<file path="src/rtl/core_pkg.sv">
// Shared core definitions: field widths, the canonical NOP encoding and the
// pipeline-stage state encoding.
package core_pkg;

    localparam int unsigned PC_WIDTH    = 32;
    localparam int unsigned INSTR_WIDTH = 32;

    localparam logic [INSTR_WIDTH-1:0] INSTR_NOP = 32'h0000_0013;

    typedef enum logic [1:0] {
        ST_EMPTY = 2'b00,
        ST_FULL  = 2'b01,
        ST_SKID  = 2'b10
    } stage_state_e;

endpackage

</file>
<file path="src/rtl/pipe_slot.sv">
// One storage entry of the pipeline stage: a load-enabled register that
// clears to zero on synchronous active-low reset.
module pipe_slot #(
    parameter int unsigned W = 1
) (
    input  logic         clk,
    input  logic         rst_n,
    input  logic         ld_i,
    input  logic [W-1:0] d_i,
    output logic [W-1:0] q_o
);

    logic [W-1:0] data_d;
    logic [W-1:0] data_q;

    always_comb begin
        data_d = data_q;
        if (ld_i) begin
            data_d = d_i;
        end
    end

    always_ff @(posedge clk) begin
        if (!rst_n) begin
            data_q <= '0;
        end else begin
            data_q <= data_d;
        end
    end

    assign q_o = data_q;

endmodule

</file>
<file path="src/rtl/pipe_stage_hs.sv">
// Valid/ready pipeline stage holding PC, instruction and sideband.
// Define PIPE_SKID_BUF_EN to add a skid entry and register in_ready_o.
module pipe_stage_hs
    import core_pkg::*;
#(
    parameter int unsigned PC_W    = PC_WIDTH,
    parameter int unsigned INSTR_W = INSTR_WIDTH,
    parameter int unsigned SIDE_W  = 1
) (
    input  logic               clk,
    input  logic               rst_n,
    input  logic               flush_i,
    input  logic               in_valid_i,
    output logic               in_ready_o,
    input  logic [PC_W-1:0]    in_pc_i,
    input  logic [INSTR_W-1:0] in_instr_i,
    input  logic [SIDE_W-1:0]  in_side_i,
    output logic               out_valid_o,
    input  logic               out_ready_i,
    output logic [PC_W-1:0]    out_pc_o,
    output logic [INSTR_W-1:0] out_instr_o,
    output logic [SIDE_W-1:0]  out_side_o
);

    localparam int unsigned SLOT_W = PC_W + INSTR_W + SIDE_W;

    stage_state_e      state_d;
    stage_state_e      state_q;
    logic              accept;
    logic              drain;
    logic              main_ld;
    logic [SLOT_W-1:0] in_word;
    logic [SLOT_W-1:0] main_d_word;
    logic [SLOT_W-1:0] main_q_word;

    assign in_word     = {in_pc_i, in_instr_i, in_side_i};
    assign out_valid_o = (state_q != ST_EMPTY);
    assign accept      = in_valid_i & in_ready_o;
    assign drain       = out_valid_o & out_ready_i;

`ifdef PIPE_SKID_BUF_EN
    logic              in_ready_d;
    logic              in_ready_q;
    logic              skid_ld;
    logic              main_from_skid;
    logic [SLOT_W-1:0] skid_q_word;

    // in_ready is derived from the next state so it is a pure register
    // output, decoupled from out_ready_i.
    always_comb begin
        state_d        = state_q;
        main_ld        = 1'b0;
        skid_ld        = 1'b0;
        main_from_skid = 1'b0;
        if (flush_i) begin
            state_d = ST_EMPTY;
        end else begin
            case (state_q)
                ST_EMPTY: begin
                    if (accept) begin
                        state_d = ST_FULL;
                        main_ld = 1'b1;
                    end
                end
                ST_FULL: begin
                    if (accept && drain) begin
                        main_ld = 1'b1;
                    end else if (accept) begin
                        state_d = ST_SKID;
                        skid_ld = 1'b1;
                    end else if (drain) begin
                        state_d = ST_EMPTY;
                    end
                end
                ST_SKID: begin
                    if (drain) begin
                        state_d        = ST_FULL;
                        main_ld        = 1'b1;
                        main_from_skid = 1'b1;
                    end
                end
                default: state_d = ST_EMPTY;
            endcase
        end
        in_ready_d  = (state_d != ST_SKID);
        main_d_word = main_from_skid ? skid_q_word : in_word;
    end

    always_ff @(posedge clk) begin
        if (!rst_n) begin
            state_q    <= ST_EMPTY;
            in_ready_q <= 1'b1;
        end else begin
            state_q    <= state_d;
            in_ready_q <= in_ready_d;
        end
    end

    assign in_ready_o = in_ready_q;

    pipe_slot #(.W(SLOT_W)) u_skid_slot (
        .clk   (clk),
        .rst_n (rst_n),
        .ld_i  (skid_ld),
        .d_i   (in_word),
        .q_o   (skid_q_word)
    );
`else
    always_comb begin
        state_d     = state_q;
        main_ld     = 1'b0;
        main_d_word = in_word;
        if (flush_i) begin
            state_d = ST_EMPTY;
        end else if (accept) begin
            state_d = ST_FULL;
            main_ld = 1'b1;
        end else if (drain) begin
            state_d = ST_EMPTY;
        end
    end

    always_ff @(posedge clk) begin
        if (!rst_n) begin
            state_q <= ST_EMPTY;
        end else begin
            state_q <= state_d;
        end
    end

    assign in_ready_o = (state_q == ST_EMPTY) | out_ready_i;
`endif

    pipe_slot #(.W(SLOT_W)) u_main_slot (
        .clk   (clk),
        .rst_n (rst_n),
        .ld_i  (main_ld),
        .d_i   (main_d_word),
        .q_o   (main_q_word)
    );

    // PC keeps its last value when empty; instruction and sideband read as NOP.
    assign out_pc_o    = main_q_word[SLOT_W-1 -: PC_W];
    assign out_instr_o = out_valid_o ? main_q_word[SIDE_W +: INSTR_W] : INSTR_W'(INSTR_NOP);
    assign out_side_o  = out_valid_o ? main_q_word[SIDE_W-1:0] : '0;

endmodule
</file>
<file path="config.mk">
export PLATFORM = sky130hd
export DESIGN_NAME = pipe_stage_hs
export DESIGN_NICKNAME = d
export VERILOG_FILES = /design/src/rtl/core_pkg.sv /design/src/rtl/pipe_slot.sv /design/src/rtl/pipe_stage_hs.sv
export SDC_FILE = /design/constraint.sdc
export NUM_CORES = 1
export LEC_CHECK = 0
export CAP_MARGIN = 20
export CELL_PAD_IN_SITES_DETAIL_PLACEMENT = 1
export CELL_PAD_IN_SITES_GLOBAL_PLACEMENT = 2
export CORE_ASPECT_RATIO = 0.75
export CORE_MARGIN = 3
export CORE_UTILIZATION = 21
export CTS_BUF_LIST = sky130_fd_sc_hd__clkbuf_16
export CTS_CLUSTER_SIZE = 14
export DETAILED_ROUTE_END_ITERATION = 10
export GPL_ROUTABILITY_DRIVEN = 0
export PLACE_DENSITY = 0.75
export SKIP_LAST_GASP = 1
export SYNTH_ARGS = -nofsm -noshare
export SYNTH_HDL_FRONTEND = slang
export SYNTH_SLANG_ARGS = --single-unit
</file>
<file path="constraint.sdc">
create_clock -name clk -period 1.18 [get_ports clk]
set_input_delay 0.236 -clock clk [delete_from_list [all_inputs] [get_ports clk]]
set_output_delay 0.236 -clock clk [all_outputs]
set_load 0.02 [all_outputs]
</file>
# Yosys cells after proc, flatten, opt, wreduce, memory -nomap -nowiden
# Cells that the tools add are included.
[op_classes]
add_sub_neg = 0
multipliers = 0
div = 0
order_cmp = 0
n_eq_ne = 0
shifts = 0
n_mux = 6
bitwise = 4
reduce_logical = 3
[ops]
columns = ["op", "n"]
rows = [
  ["32-bit 2-to-1 mux", 1],
  ["1-bit 2-to-1 mux", 5],
  ["1-bit bitwise AND", 2],
  ["2-bit logical NOT", 1],
  ["2-bit nonzero test", 1],
  ["2-bit OR reduction", 1],
  ["1-bit inverter", 1],
  ["1-bit OR", 1],
]
[word_totals]
register_bits = 66
latchBits = 0
mem_bits_rw = 0
rom_bits = 0
inputBits = 70
word_cells = 15
n_memories = 0

# Longest topological paths before layout
# Gate-level depths: netlist of the first run.
[depth]
depth_word = 5
mapped_depth = 5
ltp_nobuf = 3

# Cells and area by module
# A second synthesis of the first run with hierarchy kept.
[unflattened]
cells_unflattened = 251
area_unflattened_um2 = 2776.4
[by_module_without_submodules]
columns = ["mod", "instances", "cells_each", "area_per_inst_um2", "seq_area_each_um2"]
rows = [
  ["pipe_slot", 1, 209, 2504.9, 1301.2],
  ["pipe_stage_hs", 1, 42, 271.5, 20.0],
]

# Least setup slack after synthesis of the first run
# No wires, ideal clock.
[synth_timing]
path_type = "reg-to-reg"
startpoint = "register state_q[0]"
endpoint = "register u_main_slot.data_q[10], in the netlist u_main_slot.q_o[10]"
setup_time_ns = 0.072
arrival_time_ns = 1.267
required_time_ns = 1.108
setup_slack_ns = -0.158
path_stages_with_launch = 6
path_buffers = 2
cell_sequence = "dfxtp_1 nor2b_4 nor3b_4 buf_8 buf_12 mux2i_1"
[synth_via]
elab_chain_cells = 5
[synth_rtl]
columns = ["item", "line_no", "text"]
rows = [
  ["start, declared", "pipe_stage_hs.sv:28", "stage_state_e state_q;"],
  ["start signal, assigned", "pipe_stage_hs.sv:127", "state_q <= state_d;"],
  ["2-bit logical NOT", "pipe_stage_hs.sv:131", "assign in_ready_o = (state_q == ST_EMPTY) | out_ready_i;"],
  ["1-bit OR", "pipe_stage_hs.sv:131", ""],
  ["1-bit bitwise AND", "pipe_stage_hs.sv:38", "assign accept = in_valid_i & in_ready_o;"],
  ["1-bit 2-to-1 mux", "pipe_stage_hs.sv:115", "end else if (accept) begin"],
  ["1-bit 2-to-1 mux", "pipe_stage_hs.sv:113", "if (flush_i) begin"],
  ["end signal, assigned", "pipe_slot.sv:27", "data_q <= data_d;"],
  ["end, declared", "pipe_slot.sv:14", "logic [W-1:0] data_q;"],
]
# No other way between the ends.
# A chain may end at the register's enable or synchronous reset.

# Worst setup path in the final report of the first run
[layout_timing]
startpoint = "register state_q[0]"
endpoint = "register u_main_slot.data_q[24], in the netlist u_main_slot.q_o[24]"
# The elaborated chain is that of the path after synthesis.

==> results of run 1 <==
## repair_timing
| item | in CTS | in global routing |
|---|---|---|
| hold endpoints to repair | 0 | 0 |
| setup buffers | 4 | 0 |
| gates resized for setup | 331 | 23 |
| pin swaps | 0 | 0 |
| setup endpoints to repair | 132 | 113 |
## cells in the mapped netlist
cell type,instances
and2_1,30
buf_12,5
buf_2,3
buf_4,33
buf_8,1
clkbuf_1,15
dfxtp_1,66
inv_1,1
mux2i_1,65
nand2_1,130
nand2b_1,1
nor2_1,1
nor2b_4,1
nor3b_1,1
nor3b_4,1
or2b_1,2
## area by class of cell
type,instances,area [µm²],share of cell area
clock buffer,9,225,0.0467
timing repair buffer,160,1550,0.321
sequential,66,1330,0.274
tap,200,250,0.0518
clock inverter,6,26.3,0.00544
inverter,1,3.75,0.000778
multi-input combinational,232,1450,0.300
## kinds of logic (layout without fill, tap and decap cells)
| kind of cell | after synthesis | count (layout) | synth area share |
|---|---|---|---|
| and+or+nand+nor | 167 | 167 | 0.235 |
| DFF | 66 | 66 | 0.419 |
| muxes | 65 | 65 | 0.207 |
| buffers and inverters | 58 | 176 | 0.139 |
## worst paths after layout
check,start,end,slack [ps],depth (start not counted)
setup / recovery,state_q[0],u_main_slot.q_o[24],-290,6
hold / removal,rst_n,u_main_slot.q_o[18],300,3
setup reg to reg,state_q[0],u_main_slot.q_o[24],-290,6
hold reg to reg,u_main_slot.q_o[23],u_main_slot.q_o[23],450,2
## power by group
group	total (mW)	switching [mW]	leakage, nW	internal, mW
Sequential	2.41	0.0591	0.541	2.35
Combinational	0.915	0.406	1.40	0.508
Clock	2.31	0.940	0.131	1.37
Total	5.63	1.41	2.07	4.23
## worst min-delay path, stage by stage
cell and delay [ps]:
buf_4 190, nand2_1 90, mux2i_1 50
## registers in the layout, summed over array words and instances (netlist names)
| signal | flops |
|---|---|
| state_q | 1 |
| u_main_slot.q_o | 65 |
## per-stage QoR
| step | cell area, µm² | setup WS (ps) | setup TNS, ps | utilization |
|---|---|---|---|---|
| 4_1_cts | 4880 | -310 | -26310 | 0.335 |
| 2_1_floorplan | 3150 | -89.6 | -4480 | - |
| 3_5_place_dp | 4600 | -509 | -41660 | 0.316 |
| 5_1_grt | 4830 | -367 | -30800 | 0.332 |
| 3_3_place_gp | 4600 | -501 | -39450 | 0.316 |
| 6_report | 4830 | -292 | -24470 | 0.332 |
## routing by layer
layer | track usage | vias to the layer above | share of wire
met4 | 0.0298 | 0 | 0.0087
met3 | 0.0500 | 8 | 0.068
met5 | 0 | - | 0
met2 | 0.188 | 73 | 0.48
met1 | 0.129 | 1215 | 0.44
li1 | - | 1313 | -
==> reports/results.ini, run 1 <==
[floorplan]
die_h_um = 112
fp.coreArea_um2 = 14500
core.rowCount = 38
dieArea_um2 = 16500
initial_core_util = 0.217
dieWidth_um = 147
ioPinCount = 137

[setup_path]
cp-end-kind = flip-flop
crit_buf_inv = 3
cp_slowest_cell = dfxtp_4
critPathArrivalTime_ps = 1720
crit_type = reg -> reg
cp_common_cell = buf_12
critical_path.top_delay_family = buffers and inverters
crit_required_ps = 1430
startpoint_type = flip-flop
max_stage_delay_ps = 350
cp_max_fo = 16
critical_path.cell_chain = buf_12, nor2b_4, nor3b_4, buf_12, buf_16, mux2i_1

[detailed_routing]
drc = 0
drt_wl_total_um = 8930
drt_iter0_markers = 59
first_pass_iters = 4
vias_per_cell = 3.87
via_count = 2609
wl_per_cell_um = 13.3
ant_nets = 0

[finish]
diodes = 0
areaGrowthSynthToFinish_pct = 53.2
fin_nets = 540
drive_gt1_frac = 0.266
finalNonFillerCells = 674
nFillCells = 1737
layout_common_cells = nand2_1 (130), clkdlybuf4s50_1 (68), dfxtp_1 (65), mux2i_1 (63), buf_2 (36)
layout_commonest_cell = nand2_1

[sta]
fin_crit_sh = 1.25
slew_headroom = 0.839
hold_violations = 0
max_freq_ghz = 0.679
maxSlewViolCount = 0
worstMarginPinSlew_ps = 242
min_period_ps = 1470
clock_skew_ps = 4.92
setup_viol = 100
rsz0062_at_grt = true
whs_ps = 299
setup_ws_ps = -292

[yosys]
yosys-top-cells-area = dfxtp_1 (42%), mux2i_1 (21%), nand2_1 (15%)
synth_top_area_share = 0.419
avgSynthCellArea_um2 = 8.85
yosysTopAreaCell = dfxtp_1
yosys.cell_types.count = 16
ys_ff_latch = 66
syn_nets = 426
netlist_area_um2 = 3150
ys_seq_area_frac = 0.419
syn_inst = 356
ys_warn_count = 0

[grt]
grt_pass1_wl_um = 14700
grt_overflow = 0
antenna_found_initial = 0
grt_max_degree = 31
grt_use_total = 0.111
grt_pass1_vias = 2939

[outcome]
violations = negative setup slack
status = finished, violations left

[place]
dp.cells = 655
port_buffers = 136
hpwl_um = 6650

[flow_run]
cap_violations = 0

[hold_path]
hp-class = in -> reg

[power]
power_mw = 5.63
vdd.ir_drop.worst_mv = 0.566
leakagePower_nw = 2.07
powerDensity_nw_per_um2 = 1170

[clocking]
clk_latency_ps = 320
cts_tree = yes
root_buffer = clkbuf_16
cts_made_buffers = 9
cts_hold_repair.buffers = 0
cts_sinks = 66
clockBufferDepth = 2
htreeDepth = 3
clk_pin_slew_worst_paths_ps = 50

No activity file was read; power rests on OpenSTA's default activity.
==> run 2, diff against run 1 <==
--- a/config.mk
+++ b/config.mk
@@ -9,13 +9,13 @@
 export CELL_PAD_IN_SITES_DETAIL_PLACEMENT = 1
 export CELL_PAD_IN_SITES_GLOBAL_PLACEMENT = 2
 export CORE_ASPECT_RATIO = 0.75
-export CORE_MARGIN = 3
-export CORE_UTILIZATION = 21
+export CORE_MARGIN = 2
+export CORE_UTILIZATION = 24
 export CTS_BUF_LIST = sky130_fd_sc_hd__clkbuf_16
 export CTS_CLUSTER_SIZE = 14
 export DETAILED_ROUTE_END_ITERATION = 10
 export GPL_ROUTABILITY_DRIVEN = 0
-export PLACE_DENSITY = 0.75
+export PLACE_DENSITY = 0.81
 export SKIP_LAST_GASP = 1
 export SYNTH_ARGS = -nofsm -noshare
 export SYNTH_HDL_FRONTEND = slang
==> constraint.sdc (replaced) <==
create_clock -name clk -period 1.6 [get_ports clk]
set_input_delay 0.32 -clock clk [delete_from_list [all_inputs] [get_ports clk]]
set_output_delay 0.32 -clock clk [all_outputs]
set_load 0.02 [all_outputs]
==> run 2 against run 1 <==
Compared with the run above: the run now ends clean; sequential power fell by 27%; clock power fell by 20%; worst hold slack improved by 150 ps; first-iteration DRC count rose by 25%; global-route usage rose by 0.86 points; register-to-register slack improved by 380 ps; combinational power fell by 33%; utilization rose by 2.3 points; worst setup slack improved by 320 ps; final cell count fell by 6.2%; count of clock-buffer cells in the layout did not move; largest cell class is now multi-input combinational cells.
==> reports/results.ini, run 2 (synthesis gave the netlist of run 1 again) <==
[setup_path]
critPathArrivalTime_ps = 1250  ; -470 ps
reg2reg_to = u_main_slot.q_o[25]
cp_slowest_cell = clkdlybuf4s50_1
ff2ff_path_depth = 6  ; unchanged
crit_type = reg -> out
regToRegSetupSlack_ps = 90  ; +380 ps
critical_path.cell_chain = clkdlybuf4s50_1
cp-end-kind = primary output
cp_max_fo = 2  ; -14
crit_buf_inv = 1  ; -2
startpoint_type = flip-flop
critical_path.top_delay_family = buffers and inverters
timing.rr.start = state_q[0]
crit_required_ps = 1280  ; -150 ps
max_stage_delay_ps = 600  ; +250 ps

[grt]
antenna_found_initial = 0  ; unchanged
grt_overflow = 0  ; unchanged
grt_max_degree = 85  ; +170%
grt_pass1_vias = 2652  ; -9.8%
grt_pass1_wl_um = 13000  ; -11%
grt_use_total = 0.120  ; +0.00864

[detailed_routing]
drc = 0  ; unchanged
wl_per_cell_um = 13.1  ; -0.88%
via_count = 2538  ; -2.7%
ant_nets = 0  ; unchanged
vias_per_cell = 4.02  ; +3.7%
drt_wl_total_um = 8300  ; -7.1%
drt_iter0_markers = 74  ; +25%
first_pass_iters = 3  ; -1

[place]
dp_slack_ps = -282  ; +228 ps
port_buffers = 136  ; unchanged
dp.cells = 616  ; -6.0%
hpwl_um = 5830  ; -12%

[power]
power_mw = 4.24  ; -25%
leakagePower_nw = 2.08  ; +0.38%
powerDensity_nw_per_um2 = 926  ; -21%
vdd.ir_drop.worst_mv = 0.438  ; -23%

[clocking]
cts_tree = yes
root_buffer = clkbuf_16
clockBufferDepth = 2  ; unchanged
cts_sinks = 66  ; unchanged
clk_pin_slew_worst_paths_ps = 50  ; about the same
htreeDepth = 3  ; unchanged
cts_made_buffers = 9  ; unchanged
clk_latency_ps = 320  ; about the same

[finish]
drive_gt1_frac = 0.126  ; -0.140
layout_commonest_cell = nand2_1
ff_latch_area_um2 = 1330  ; unchanged
finalNonFillerCells = 632  ; -6.2%
fin_nets = 527  ; -2.4%
diodes = 0  ; unchanged
layout_common_cells = nand2_1 (130), clkdlybuf4s50_1 (70), mux2i_1 (65), dfxtp_1 (65), and2_1 (30)
nFillCells = 1539  ; -11%
multiInputGateArea_um2 = 1390  ; -3.8%
largest_reg_flops = 65  ; unchanged
areaGrowthSynthToFinish_pct = 45.3

[hold_path]
min_delay_path_depth = 2  ; -1
min_from = u_main_slot.q_o[9]
min_to = u_main_slot.q_o[9]
hp-class = reg -> reg

[sta]
setup_ws_ps = 25.6  ; +318 ps
min_period_ps = 1570
fin_crit_sh = 0.984
rsz0062_at_grt = true
slew_headroom = 0.695  ; -0.144
setup_viol = 0  ; -100%
max_freq_ghz = 0.635
worstMarginPinSlew_ps = 458  ; +216 ps
hold_violations = 0  ; unchanged
clock_skew_ps = 4.48  ; -0.441 ps
maxSlewViolCount = 0  ; unchanged

[floorplan]
fp.coreArea_um2 = 12900  ; -11%
dieArea_um2 = 14100  ; -15%
die_h_um = 103  ; -7.9%
ioPinCount = 137  ; unchanged
dieWidth_um = 136  ; -7.6%
core.rowCount = 36  ; -5.3%
initial_core_util = 0.245  ; +0.0280

[flow_run]
cap_violations = 0  ; unchanged

[outcome]
status = completed

run 2: stage by stage:
stage / util / hold WS (ps) / cell area, µm² / TNS (ps)
floorplan: - / 396 / 3150 / 0
global placement: 0.344 / 437 / 4430 / -8890
detailed placement: 0.344 / 442 / 4430 / -11920
CTS: 0.363 / 456 / 4670 / -89.1
global route: 0.355 / 477 / 4580 / -10.2
finish: 0.355 / 450 / 4580 / 0
run 2: worst max path at each step:
stage / startpoint / to / slack, ps / cells past startpoint
after floorplan: state_q[0] / u_main_slot.q_o[10] / 260 / 5
after global placement: out_ready_i / in_ready_o / -250 / 4
after detailed placement: out_ready_i / in_ready_o / -280 / 4
after CTS: state_q[0] / out_instr_o[30] / -90 / 3
after global routing: state_q[0] / out_instr_o[4] / -10 / 3
final: u_main_slot.q_o[55] / out_pc_o[22] / 30 / 1
run 2: what timing repair did:
| action | in CTS | in global routing |
|---|---|---|
| cloned | 1 | 0 |
| resized for setup | 137 | 28 |
| hold buffers | 0 | 0 |
| buffers inserted | 0 | 0 |
| endpoints found under the setup margin | 58 | 28 |
run 2: where the power goes:
part | leakage (nW) | internal, mW | total, mW | switching, mW
logic | 1.40 | 0.332 | 0.613 | 0.281
registers | 0.541 | 1.73 | 1.77 | 0.0409
clock network | 0.133 | 1.17 | 1.85 | 0.686
total | 2.08 | 3.23 | 4.24 | 1.01
run 2: per-layer routing:
| layer | GRT usage | part of all wire |
|---|---|---|
| met4 | 0.0433 | 0.012 |
| met5 | 0 | 0 |
| met1 | 0.143 | 0.46 |
| met2 | 0.198 | 0.46 |
| met3 | 0.0478 | 0.074 |
run 2: area by class of cell:
type | count | share of cell area
Clock buffer | 9 | 0.0492
Multi-Input combinational cell | 232 | 0.304
Tap cell | 171 | 0.0467
Clock inverter | 6 | 0.0107
Inverter | 1 | 0.000820
Sequential cell | 66 | 0.290
Timing Repair Buffer | 147 | 0.299
==> RTL edit 1 (flow settings as in run 1) <==
The 3 states of `stage_state_e` get a one-hot encoding in 3 bits.
--- a/src/rtl/core_pkg.sv
+++ b/src/rtl/core_pkg.sv
@@ -7,10 +7,10 @@
 
     localparam logic [INSTR_WIDTH-1:0] INSTR_NOP = 32'h0000_0013;
 
-    typedef enum logic [1:0] {
-        ST_EMPTY = 2'b00,
-        ST_FULL  = 2'b01,
-        ST_SKID  = 2'b10
+    typedef enum logic [2:0] {
+        ST_EMPTY = 3'b001,
+        ST_FULL  = 3'b010,
+        ST_SKID  = 3'b100
     } stage_state_e;
 
 endpackage
Behaviour: same outputs for any inputs over 10 cycles, from zero or initial values and one cycle with rst_n low; not proved beyond that.
==> RTL edit 1 against run 1 <==
The run still ends with negative setup slack left; critical path type is now register to output port; via count rose by 3.5%; synthesized area rose by 1.9%; sequential cell count rose by 1; clock skew rose by 1.8 ps; critical endpoint is now out_instr_o[22]; design area rose by 1.3%; cell count rose by 1.8%; routed wire length rose by 6.5%; total power rose by 12%; largest power group is now clock; non-clock buffer count rose by 3; die area rose by 1.8%; worst setup slack got worse by 74 ps; clock power rose by 22%.
==> RTL edit 1: results <==
set metrics [dict create \
    status "finished with violations" \
    violations "negative setup slack" \
    grt_use_met1_pct 13.2 \
    ir_worst_vdd_mv 0.677 \
    dieArea_um2 16800 \
    worst_slew_pin_slew_ps 206 \
    synthTopCellsByCount "131 x nand2_1, 67 x dfxtp_1, 65 x mux2i_1" \
    crit_slowest_cell "dfxtp_1" \
    clkPwrFrac_pct 44.7 \
    internal_power_mw 4.80 \
    holdWs_ps 270 \
    pre_cts_ws_ps -513 \
    synth_cell_type_count 17 \
    hpwlAfterDp_um 6610 \
    ys_seq_area_share_pct 41.8 \
    place_area_um2 4600 \
    hold_end "u_main_slot.q_o[12]" \
    r2r-end "u_main_slot.q_o[36]" \
    setup_slack_ps -366 \
    crit_end "out_instr_o[22]" \
    grt_pass1_wl_um 15100 \
    pwr-share-seq_pct 38.7 \
    wl_met2_um 4630 \
    grt_usage_pct 11.2 \
    fin_skew_ps 6.71 \
    wirelength_um 9510 \
    fin_setup_tns_ps -26820 \
    grt_use_met3_pct 4.68 \
    synth.top_cells.by_area "dfxtp_1 42%, mux2i_1 20%, nand2_1 15%, buf_4 7.7%, and2_1 5.8%" \
    grtUsageMet2_pct 19.1 \
    fillerInstances 1678 \
    setup_viol 100 \
    slowest_delay_ps 310 \
    power.switching_mw 1.52 \
    layout.nets 551 \
    viasPerCell 3.94 \
    multi_input_area_um2 1440 \
    met1Wirelength_um 4130 \
    cellLeakagePower_nw 2.13 \
    synth.avg_cell_area_um2 8.82 \
    arrival_ps 1310 \
]
RTL edit 1: changes by cell type after synthesis, sizes merged, moves of 2 or more:
cell,run 1,this run
nand2b,1,7
nor3b,2,0
or2b,2,0
a21oi,0,3
clkbuf,15,7
buf,42,50
RTL edit 1: logic make-up (layout without fill, tap and decap cells):
family                 Yosys count  count (layout)  share of synthesized area [%]
AND/OR/NAND/NOR                170             170                           23.1
multiplexers                    65              65                           20.3
AO/OA/AOI/OAI                    4               4                          0.974
flip-flops                      67              67                           41.8
buffers and inverters           58             180                           13.9
RTL edit 1: cell type report:
cell class / instances / share of cell area, %
clock buffer: 9 / 4.60
inverter: 1 / 0.0767
sequential: 67 / 27.4
multi-input combinational: 239 / 29.4
clock inverter: 7 / 1.74
timing repair buffer: 163 / 31.7
tap: 200 / 5.12
RTL edit 1: what timing repair did:
| action | CTS | global route |
|---|---|---|
| gates resized for setup | 270 | 32 |
| setup endpoints to repair | 132 | 105 |
| pin swaps | 1 | 0 |
| setup buffers | 2 | 3 |
| cloned | 5 | 0 |
==> RTL edit 2 (flow settings as in run 1) <==
Without the edit above. `PC_WIDTH`: 32 -> 64.
--- a/src/rtl/core_pkg.sv
+++ b/src/rtl/core_pkg.sv
@@ -2,7 +2,7 @@
 // pipeline-stage state encoding.
 package core_pkg;
 
-    localparam int unsigned PC_WIDTH    = 32;
+    localparam int unsigned PC_WIDTH    = 64;
     localparam int unsigned INSTR_WIDTH = 32;
 
     localparam logic [INSTR_WIDTH-1:0] INSTR_NOP = 32'h0000_0013;
Ports: changed (resized in_pc_i and out_pc_o); port bits go from 137 to 201. No check against the original RTL was run, so the function may have changed too.
==> RTL edit 2 against run 1 <==
Design area up 41%; sequential cell count up 32; routed wire length is 62% higher; total power increased by 41%; first-iteration DRC count grew 68%; worst setup slack worse by 57 ps; the flow still finishes with violations (negative setup slack); core utilization fell by 1.4 points; synthesized area grew 46%.
==> RTL edit 2: results <==
set metrics [dict create \
    violations "negative setup slack" \
    synthTopCellsByCount "194 x nand2_1, 98 x dfxtp_1, 97 x mux2i_1" \
    cellLeakagePower_nw 2.94 \
    slew_headroom_pct 84.0 \
    r2r-end "u_main_slot.q_o[14]" \
    synth.top_cells.by_area "dfxtp_1 43%, mux2i_1 21%, nand2_1 16%, buf_4 11%, and2_1 4.1%" \
    drive_gt1_share_pct 25.0 \
    ir_worst_vdd_mv 0.503 \
    largest_reg_flops 97 \
    num_vias 3768 \
    arrival_ps 1800 \
    status "finished with violations" \
    path_max_fanout 12 \
    clock_latency_ps 340 \
    grt_usage_pct 11.4 \
    ys_seq_area_share_pct 42.6 \
    grt_pass1_wl_um 21500 \
    setup_slack_ps -349 \
    hpwlAfterDp_um 10500 \
    wl_per_cell_um 15.0 \
    clk_pin_slew_ps 70 \
    pre_cts_ws_ps -542 \
    hold_end "u_main_slot.q_o[4]" \
    first_global_vias 4002 \
    fillerInstances 2430 \
    fin_skew_ps 6.01 \
    setup_viol 132 \
    io_buffers 200 \
]
==> RTL edit 2: changes by cell type in the layout (fill, tap and decap cells not counted), moves of 16 or more <==
cell,run 1,this run
buf_4,14,30
dfxtp_1,65,97
buf_2,36,64
clkdlybuf4s50_1,68,100
nand2_1,130,194
mux2i_1,63,94
==> RTL edit 2: repair_timing <==
| action | in CTS | in global routing |
|---|---|---|
| endpoints found under the setup margin | 196 | 132 |
| endpoints found under the hold margin | 0 | 0 |
| buffers inserted | 5 | 2 |
| gates cloned | 0 | 5 |
| hold buffers | 0 | 0 |
| resized for setup | 443 | 37 |
==> RTL edit 2: cell type report <==
cell class,count,area share (%)
inverters,1,0.0553
flip-flops and latches,98,29.0
well taps,288,5.31
repair buffers,236,31.8
multi-input cells,328,29.5
clock buffers,9,3.32
clock inverters,7,1.01
==> RTL edit 2: worst max-delay path by stage <==
stage | from | to | slack (ps)
3_3_place_gp | out_ready_i | in_ready_o | -550
3_5_place_dp | out_ready_i | u_main_slot.q_o[59] | -540
2_1_floorplan | state_q[0] | u_main_slot.q_o[56] | -140
4_1_cts | state_q[0] | u_main_slot.q_o[14] | -400
5_1_grt | state_q[0] | u_main_slot.q_o[88] | -430
6_report | state_q[0] | u_main_slot.q_o[14] | -350
==> RTL edit 2: kinds of logic (layout without fill, tap and decap cells) <==
kind of cell / after synthesis / in the layout / synth area share [%]
flops: 98 / 98 / 42.6
simple gates: 231 / 231 / 21.2
buf+inv: 101 / 253 / 15.1
mux: 97 / 97 / 21.1
==> RTL edit 2: critical path, stage by stage, from the launching register on <==
cell	delay [ps]
dfxtp_4	390
nor2b_4	140
buf_6	110
nor3b_4	210
buf_6	200
buf_12	170
mux2i_2	220
==> RTL edit 2: metrics by stage <==
step                hold WS [ps]  setup TNS [ps]  area [um2]  std cells
global route                 255          -47970        6780        967
detailed placement           449          -59040        6570        939
finish                       248          -38010        6780        967
floorplan                    302           -7290        4610        527
global placement             439          -57250        6570        939
CTS                          235          -43050        6540        960
==> RTL edit 2: power by group <==
group	switching [mW]	internal, mW	leakage [nW]	total (mW)
registers	0.0923	3.48	0.802	3.57
clock network	1.34	1.64	0.145	2.98
logic	0.647	0.737	1.99	1.38
total	2.08	5.86	2.94	7.94
==> RTL edit 2: layer usage <==
| layer | GRT usage (%) | wire length [um] | part of all wire [%] |
|---|---|---|---|
| met5 | 0 | 0 | 0 |
| met4 | 2.49 | 121 | 0.83 |
| met3 | 4.87 | 1260 | 8.7 |
| met2 | 18.4 | 6730 | 46 |
| met1 | 14.3 | 6390 | 44 |
